## src/rtl/inst_fetch_pkg.sv

```systemverilog
`default_nettype none
//------------------------------------------------------------------------------
// Module      : inst_fetch_pkg
// Description : Shared CPU constants: reset PC, NOP encoding, fetch FSM
//               state encoding, base opcodes and write-back select codes,
//               plus a small PC arithmetic helper.
// Revision    : 1.0 - initial release
//------------------------------------------------------------------------------
package inst_fetch_pkg;

    localparam logic [31:0] c_reset_pc  = 32'h0000_3000;
    localparam logic [31:0] c_nop_inst  = 32'h0000_0013;  // addi x0, x0, 0
    localparam logic [31:0] c_word_mask = 32'hFFFF_FFFC;

    // Fetch FSM state encoding
    typedef enum logic [1:0] {
        ST_IDLE = 2'd0,
        ST_REQ  = 2'd1,
        ST_WAIT = 2'd2
    } fetch_state_t;

    // Base opcodes (inst[6:0])
    localparam logic [6:0] c_op_lui    = 7'b0110111;
    localparam logic [6:0] c_op_auipc  = 7'b0010111;
    localparam logic [6:0] c_op_jal    = 7'b1101111;
    localparam logic [6:0] c_op_jalr   = 7'b1100111;
    localparam logic [6:0] c_op_branch = 7'b1100011;
    localparam logic [6:0] c_op_load   = 7'b0000011;
    localparam logic [6:0] c_op_store  = 7'b0100011;
    localparam logic [6:0] c_op_imm    = 7'b0010011;
    localparam logic [6:0] c_op_reg    = 7'b0110011;

    // Write-back source select
    typedef enum logic [1:0] {
        WB_ALU = 2'd0,
        WB_MEM = 2'd1,
        WB_PC4 = 2'd2,
        WB_IMM = 2'd3
    } wb_sel_t;

    // Sequential PC step; wraps modulo 2^32.
    function automatic logic [31:0] pc_inc4(input logic [31:0] pc);
        return pc + 32'd4;
    endfunction

endpackage
`default_nettype wire

```

## src/rtl/inst_fetch_pc_reg.sv

```systemverilog
`default_nettype none
//------------------------------------------------------------------------------
// Module      : pc_reg
// Description : 32-bit program-counter register with load enable.
// Ports       : clk, rst     - clock, asynchronous active-high reset
//               i_load       - load i_next_pc on the next rising edge
//               i_next_pc    - next PC value
//               o_pc         - current PC value
// Revision    : 1.0 - initial release
//------------------------------------------------------------------------------
module pc_reg
    import inst_fetch_pkg::*;
#(
    parameter logic [31:0] RESET_PC = c_reset_pc
) (
    input  logic        clk,
    input  logic        rst,
    input  logic        i_load,
    input  logic [31:0] i_next_pc,
    output logic [31:0] o_pc
);

    logic [31:0] r_pc;

    always_ff @(posedge clk or posedge rst) begin
        if (rst) begin
            r_pc <= RESET_PC;
        end else if (i_load) begin
            r_pc <= i_next_pc;
        end
    end

    assign o_pc = r_pc;

endmodule
`default_nettype wire

```

## src/rtl/inst_fetch.sv

```systemverilog
`default_nettype none
//------------------------------------------------------------------------------
// Module      : inst_fetch
// Description : Instruction fetch unit. Issues single-outstanding reads to
//               instruction memory, holds the fetched word for the decoder,
//               honours downstream stall and flushes on redirect.
// Ports       : clk, rst                 - clock, asynchronous active-high reset
//               stall                    - decoder cannot accept inst this cycle
//               redirect, redirect_pc    - taken control transfer, new target
//               imem_req/addr/gnt        - request handshake
//               imem_rvalid/rdata        - read response
//               inst, pc_cur, pc_add4    - instruction, its address, link value
//               inst_valid               - inst/pc_cur hold a live instruction
// Revision    : 1.0 - initial release
//------------------------------------------------------------------------------
module inst_fetch
    import inst_fetch_pkg::*;
#(
    parameter logic [31:0] RESET_PC = c_reset_pc,
    parameter logic [31:0] NOP_INST = c_nop_inst
) (
    input  logic        clk,
    input  logic        rst,
    input  logic        stall,
    input  logic        redirect,
    input  logic [31:0] redirect_pc,
    output logic        imem_req,
    output logic [31:0] imem_addr,
    input  logic        imem_gnt,
    input  logic        imem_rvalid,
    input  logic [31:0] imem_rdata,
    output logic [31:0] inst,
    output logic [31:0] pc_cur,
    output logic [31:0] pc_add4,
    output logic        inst_valid
);

    fetch_state_t r_state;
    fetch_state_t w_state_next;
    logic         r_drop;
    logic         w_drop_next;
    logic [31:0]  r_inst;
    logic [31:0]  r_pc_cur;
    logic         r_inst_valid;
    logic [31:0]  w_fetch_pc;
    logic [31:0]  w_fetch_pc_next;
    logic         w_fetch_pc_load;
    logic         w_out_free;
    logic         w_req;
    logic         w_accept;

    // Output slot is free if empty or being consumed this cycle; only then
    // may a new read be issued, so a response never finds the slot occupied.
    assign w_out_free = !r_inst_valid || !stall;

    pc_reg #(
        .RESET_PC (RESET_PC)
    ) u_pc_reg (
        .clk       (clk),
        .rst       (rst),
        .i_load    (w_fetch_pc_load),
        .i_next_pc (w_fetch_pc_next),
        .o_pc      (w_fetch_pc)
    );

    assign w_fetch_pc_load = redirect || w_accept;
    assign w_fetch_pc_next = redirect ? (redirect_pc & c_word_mask) : pc_inc4(w_fetch_pc);

    // FSM state register
    always_ff @(posedge clk or posedge rst) begin
        if (rst) begin
            r_state <= ST_IDLE;
            r_drop  <= 1'b0;
        end else begin
            r_state <= w_state_next;
            r_drop  <= w_drop_next;
        end
    end

    // FSM next state and request generation
    always_comb begin
        w_state_next = r_state;
        w_drop_next  = r_drop;
        w_req        = 1'b0;
        w_accept     = 1'b0;
        case (r_state)
            ST_IDLE: begin
                w_state_next = ST_REQ;
            end
            ST_REQ: begin
                w_req = w_out_free;
                if (w_req && imem_gnt) begin
                    w_state_next = ST_WAIT;
                    // Redirect on the grant cycle: the read now in flight
                    // belongs to the old path and must be discarded.
                    w_drop_next  = redirect;
                end
            end
            ST_WAIT: begin
                if (imem_rvalid) begin
                    w_state_next = ST_REQ;
                    w_drop_next  = 1'b0;
                    w_accept     = !r_drop && !redirect;
                end else if (redirect) begin
                    // Stay in WAIT until the stale read returns so that only
                    // one request is ever outstanding.
                    w_drop_next = 1'b1;
                end
            end
            default: begin
                w_state_next = ST_IDLE;
            end
        endcase
    end

    // Output instruction slot
    always_ff @(posedge clk or posedge rst) begin
        if (rst) begin
            r_inst       <= NOP_INST;
            r_pc_cur     <= RESET_PC;
            r_inst_valid <= 1'b0;
        end else if (redirect) begin
            r_inst       <= NOP_INST;
            r_inst_valid <= 1'b0;
        end else if (w_accept) begin
            r_inst       <= imem_rdata;
            r_pc_cur     <= w_fetch_pc;
            r_inst_valid <= 1'b1;
        end else if (!stall) begin
            r_inst_valid <= 1'b0;
        end
    end

    assign imem_req   = w_req;
    assign imem_addr  = w_fetch_pc & c_word_mask;
    assign inst       = r_inst_valid ? r_inst : NOP_INST;
    assign pc_cur     = r_pc_cur;
    assign pc_add4    = pc_inc4(r_pc_cur);
    assign inst_valid = r_inst_valid;

endmodule
`default_nettype wire

```

## config.mk

```make
export PLATFORM = sky130hd
export DESIGN_NAME = inst_fetch
export DESIGN_NICKNAME = d
export VERILOG_FILES = /design/src/rtl/inst_fetch_pkg.sv /design/src/rtl/inst_fetch_pc_reg.sv /design/src/rtl/inst_fetch.sv
export SDC_FILE = /design/constraint.sdc
export NUM_CORES = 1
export LEC_CHECK = 0
export ABC_AREA = 1
export BUFFER_PORTS_ARGS = -buffer_cell sky130_fd_sc_hd__buf_2
export CAP_MARGIN = 10
export CORE_MARGIN = 1
export CORE_UTILIZATION = 55
export DETAILED_ROUTE_END_ITERATION = 8
export GPL_ROUTABILITY_DRIVEN = 0
export PLACE_DENSITY = 0.87
export SLEW_MARGIN = 20
export SYNTH_ARGS = -nofsm -noshare
export SYNTH_HDL_FRONTEND = slang
export SYNTH_SLANG_ARGS = --single-unit
```

## constraint.sdc

```tcl
create_clock -name clk -period 6.2 [get_ports clk]
set_clock_uncertainty 0.2 [all_clocks]
set_input_delay 0.62 -clock clk [delete_from_list [all_inputs] [get_ports clk]]
set_output_delay 0.62 -clock clk [all_outputs]
set_load 0.01 [all_outputs]
```

==> metrics.md <==
| Metric | Value |
|---|---|
| CP max FO | `63` |
| Largest family of logic cells by synthesized area | `simple AND/OR/NAND/NOR gates` |
| HP Class | `primary input to async pin` |
| Postcts setup bufs | `0` |
| Chip height | `104 microns` |
| CTS Sinks | `96` |
| Crit Path Class | `primary input to flip-flop` |
| Cells after Synth | `~800` |
| Post-route minimum period | `roughly 3.3 ns` |
| RSZ-0062 raised after global routing | `false` |
| Drt drc | `0` |
| Overall global routing resource usage | `about 30%` |
| CP Capture Type | `flip-flop` |
| Bufs on Longest Clock Path | `2` |
| Highest-delay cell along the critical path | `clkinv_2` |
| Reg clk slew, reported paths | `0.10 ns` |
| Initial antenna violation count | `0` |
| CTS root buf | `clkbuf_8` |
| Simple-Gate Fraction of Synth Area | `32.2%` |
| Synth area leaders | `dfrtp_1, nand2_1, inv_1, nor2_1, nand3_1` |
| Worst EP arrival | `3.29 ns` |
| H-tree depth | `3` |
| TNS Setup | `0 ns` |
| Final instance area | `0.00684 sq mm` |
| DRT iter0 DRCs | `between 500 and 600` |
| Layout cells sized above 1 | `a little under a quarter` |
| Data required time at the worst endpoint | `6.21 ns` |
| Hold_buf cts | `0` |
| Worst Setup Start Kind | `primary input` |
| Area delta synth->final | `20.4%` |
| Largest net degree at the start of global routing | `64` |
| Slew HR | `29.9%` |
| Ant diodes | `0` |
| Core area | `0.00991 sq mm` |
| Yosys reg bits | `96` |
| XOR/XNOR Fraction of Synth Area | `around 2.9%` |
| Pwr per Cell Area | `315 mW/mm^2` |
| Leakage power | `between 3 and 4 nW` |
| Layout Nets | `around 1.1k` |
| Fmax | `between 0.3 and 0.4 GHz` |
| Total wire length | `~17,000 microns` |
| Total Power | `between 2 and 2.5 mW` |
| Ports | `200` |
| Reg2Reg Launch Point | `r_state[0]` |
| Final antenna-violating net count | `0` |
| Hold_ws | `0.110 ns` |
| Max rail drop VDD | `approximately 0.00016 V` |
| Final Slew Violations | `0` |
| Final setup viols | `0` |
| Core Rows | `36` |
| Fin crit share | `between 50% and 60%` |
| DP HPWL | `about 12,000 microns` |
| Max-cap violations | `0` |
| Seq/Total Area, Yosys | `roughly 42%` |
| Mapped Avg Cell Area | `7.09 sq um` |
| Yosys top cell by area | `dfrtp_1` |
| Buffers on Ports | `roughly 190` |
| Compound-gate portion of the synthesized area | `between 10% and 20%` |
| CTS tree | `done` |
| Non-Filler Instances | `between 1k and 1.5k` |
| Post-DP Area | `about 0.0067 sq mm` |
| Mapped cell area | `around 0.0057 sq mm` |
| Status | `finished, final reports clean` |
| Yosys synthesis warning count | `0` |
| Worst R2R Path Depth | `6` |
| First-pass iteration count of the detailed router | `5` |
| Fin. Hold Viols | `0` |
| Grt ovf | `0` |
| Mux contribution to synthesized area | `0%` |
| TritonCTS Buffers | `9` |
| Post-cts resize count | `0` |
| Crit path from | `redirect` |
| Vias | `5,992` |
| Cells after DPL | `about 1.1k` |
| First-pass GRT wire length | `26,000 microns` |
| Count of different cell masters after synthesis | `36` |
| Area of the die | `roughly 0.011 sq mm` |
| Average wire per standard cell | `between 10 and 15 microns` |
| Skew-Pair Late Insertion Delay | `about 0.36 ns` |
| Internal reg-to-reg setup slack | `~3.2 ns` |
| Top-area cell type share of the netlist area | `roughly two fifths` |
| Starting Density | `57.3%` |
| Vias per inst | `between 5 and 6` |
| Vias in the first global route | `between 5k and 6k` |
| Crit path cell chain | `buf_2, nor2_4, nand3_4, clkinv_2, nand2_1, o21ai_0` |
| Synth Area in Adders | `0.440%` |
| Max stage delay on crit path | `just under 0.9 ns` |
| Die W | `about 100 microns` |
| Slew @ Worst Pin | `roughly 1.1 ns` |
-- kinds of logic (layout without fill, tap and decap cells) --
logic type	after synthesis	in the layout
AND/OR/NAND/NOR	434	434
buffers and inverters	150	327
AO/OA/AOI/OAI	100	100
flip-flops	96	96
XOR/XNOR	19	19
adder cells (fa/ha/maj)	2	2
other	1	6
-- cell usage after synthesis (all sizes together) --
master and instances:
a21oi 10, a22o 29, and2 1, buf 19
clkbuf 12, clkinv 1, conb 1, dfrtp 89
dfstp 7, ha 2, inv 118, nand2 256
nand3 52, nand3b 13, nand4 8, nor2 84
nor3 15, nor3b 1, o211ai 4, o21ai 53
o21bai 3, o22ai 1, or2 4, xnor2 1
xor2 18
-- through the flow --
stage | setup slack, ns | utilization [%]
final | 2.92 | 69.1
after global routing | 2.71 | 69.1
after CTS | 2.98 | 69.1
after detailed placement | 2.60 | 67.2
after global placement | 2.64 | 67.2
after floorplan | 2.89 | -
-- metal layers --
layer / GRT usage [%] / vias up / wire (microns)
li1: - / 2870 / -
met1: 41.8 / 2748 / 6990
met2: 48.7 / 332 / 7650
met3: 3.27 / 42 / 1330
met4: 13.6 / 0 / 534
met5: 0 / - / 0
-- cell type report --
type / instances / area [sq um]
Timing Repair Buffer: 192 / 963
Clock buffer: 10 / 128
Fill cell: 897 / 3070
Clock inverter: 6 / 52.6
Tap cell: 133 / 166
Inverter: 119 / 449
Sequential cell: 96 / 2410
Multi-Input combinational cell: 561 / 2670
-- critical path: cells and delay by family --
family          cells  cell delay (ns)
buf+inv             2             1.40
compound gates      1             0.14
simple gates        3             1.06
-- path summary, 6_finish.rpt --
check                                    end
max                                pc_cur[2]
min                               r_inst[23]
max reg2reg                u_pc_reg.o_pc[20]
min reg2reg                        r_inst[4]
max in group asynchronous          pc_cur[9]
min in group clk           u_pc_reg.o_pc[10]
-- placed cells by master (no fill, tap or decap), drive strengths merged, types with 8 or more instances in the layout --
master / synthesis / final
nand3: 52 / 52
nand2: 256 / 256
nor3: 15 / 15
dfrtp: 89 / 89
nand4: 8 / 8
a21oi: 10 / 10
o21ai: 53 / 53
clkbuf: 12 / 10
nand3b: 13 / 13
xor2: 18 / 18
a22o: 29 / 29
inv: 118 / 120
buf: 19 / 192
nor2: 84 / 84
-- power by group --
part,switching (mW),internal (mW)
Combinational,0.468,0.313
Clock,0.234,0.153
Sequential,0.214,0.775
-- sequential cells by signal, summed over array words and instances (netlist names) --
signal and flops:
u_pc_reg.o_pc 30, r_drop 1, pc_cur 30, r_inst 32, r_state 2, inst_valid 1
Power figures use the tool's default switching activity.
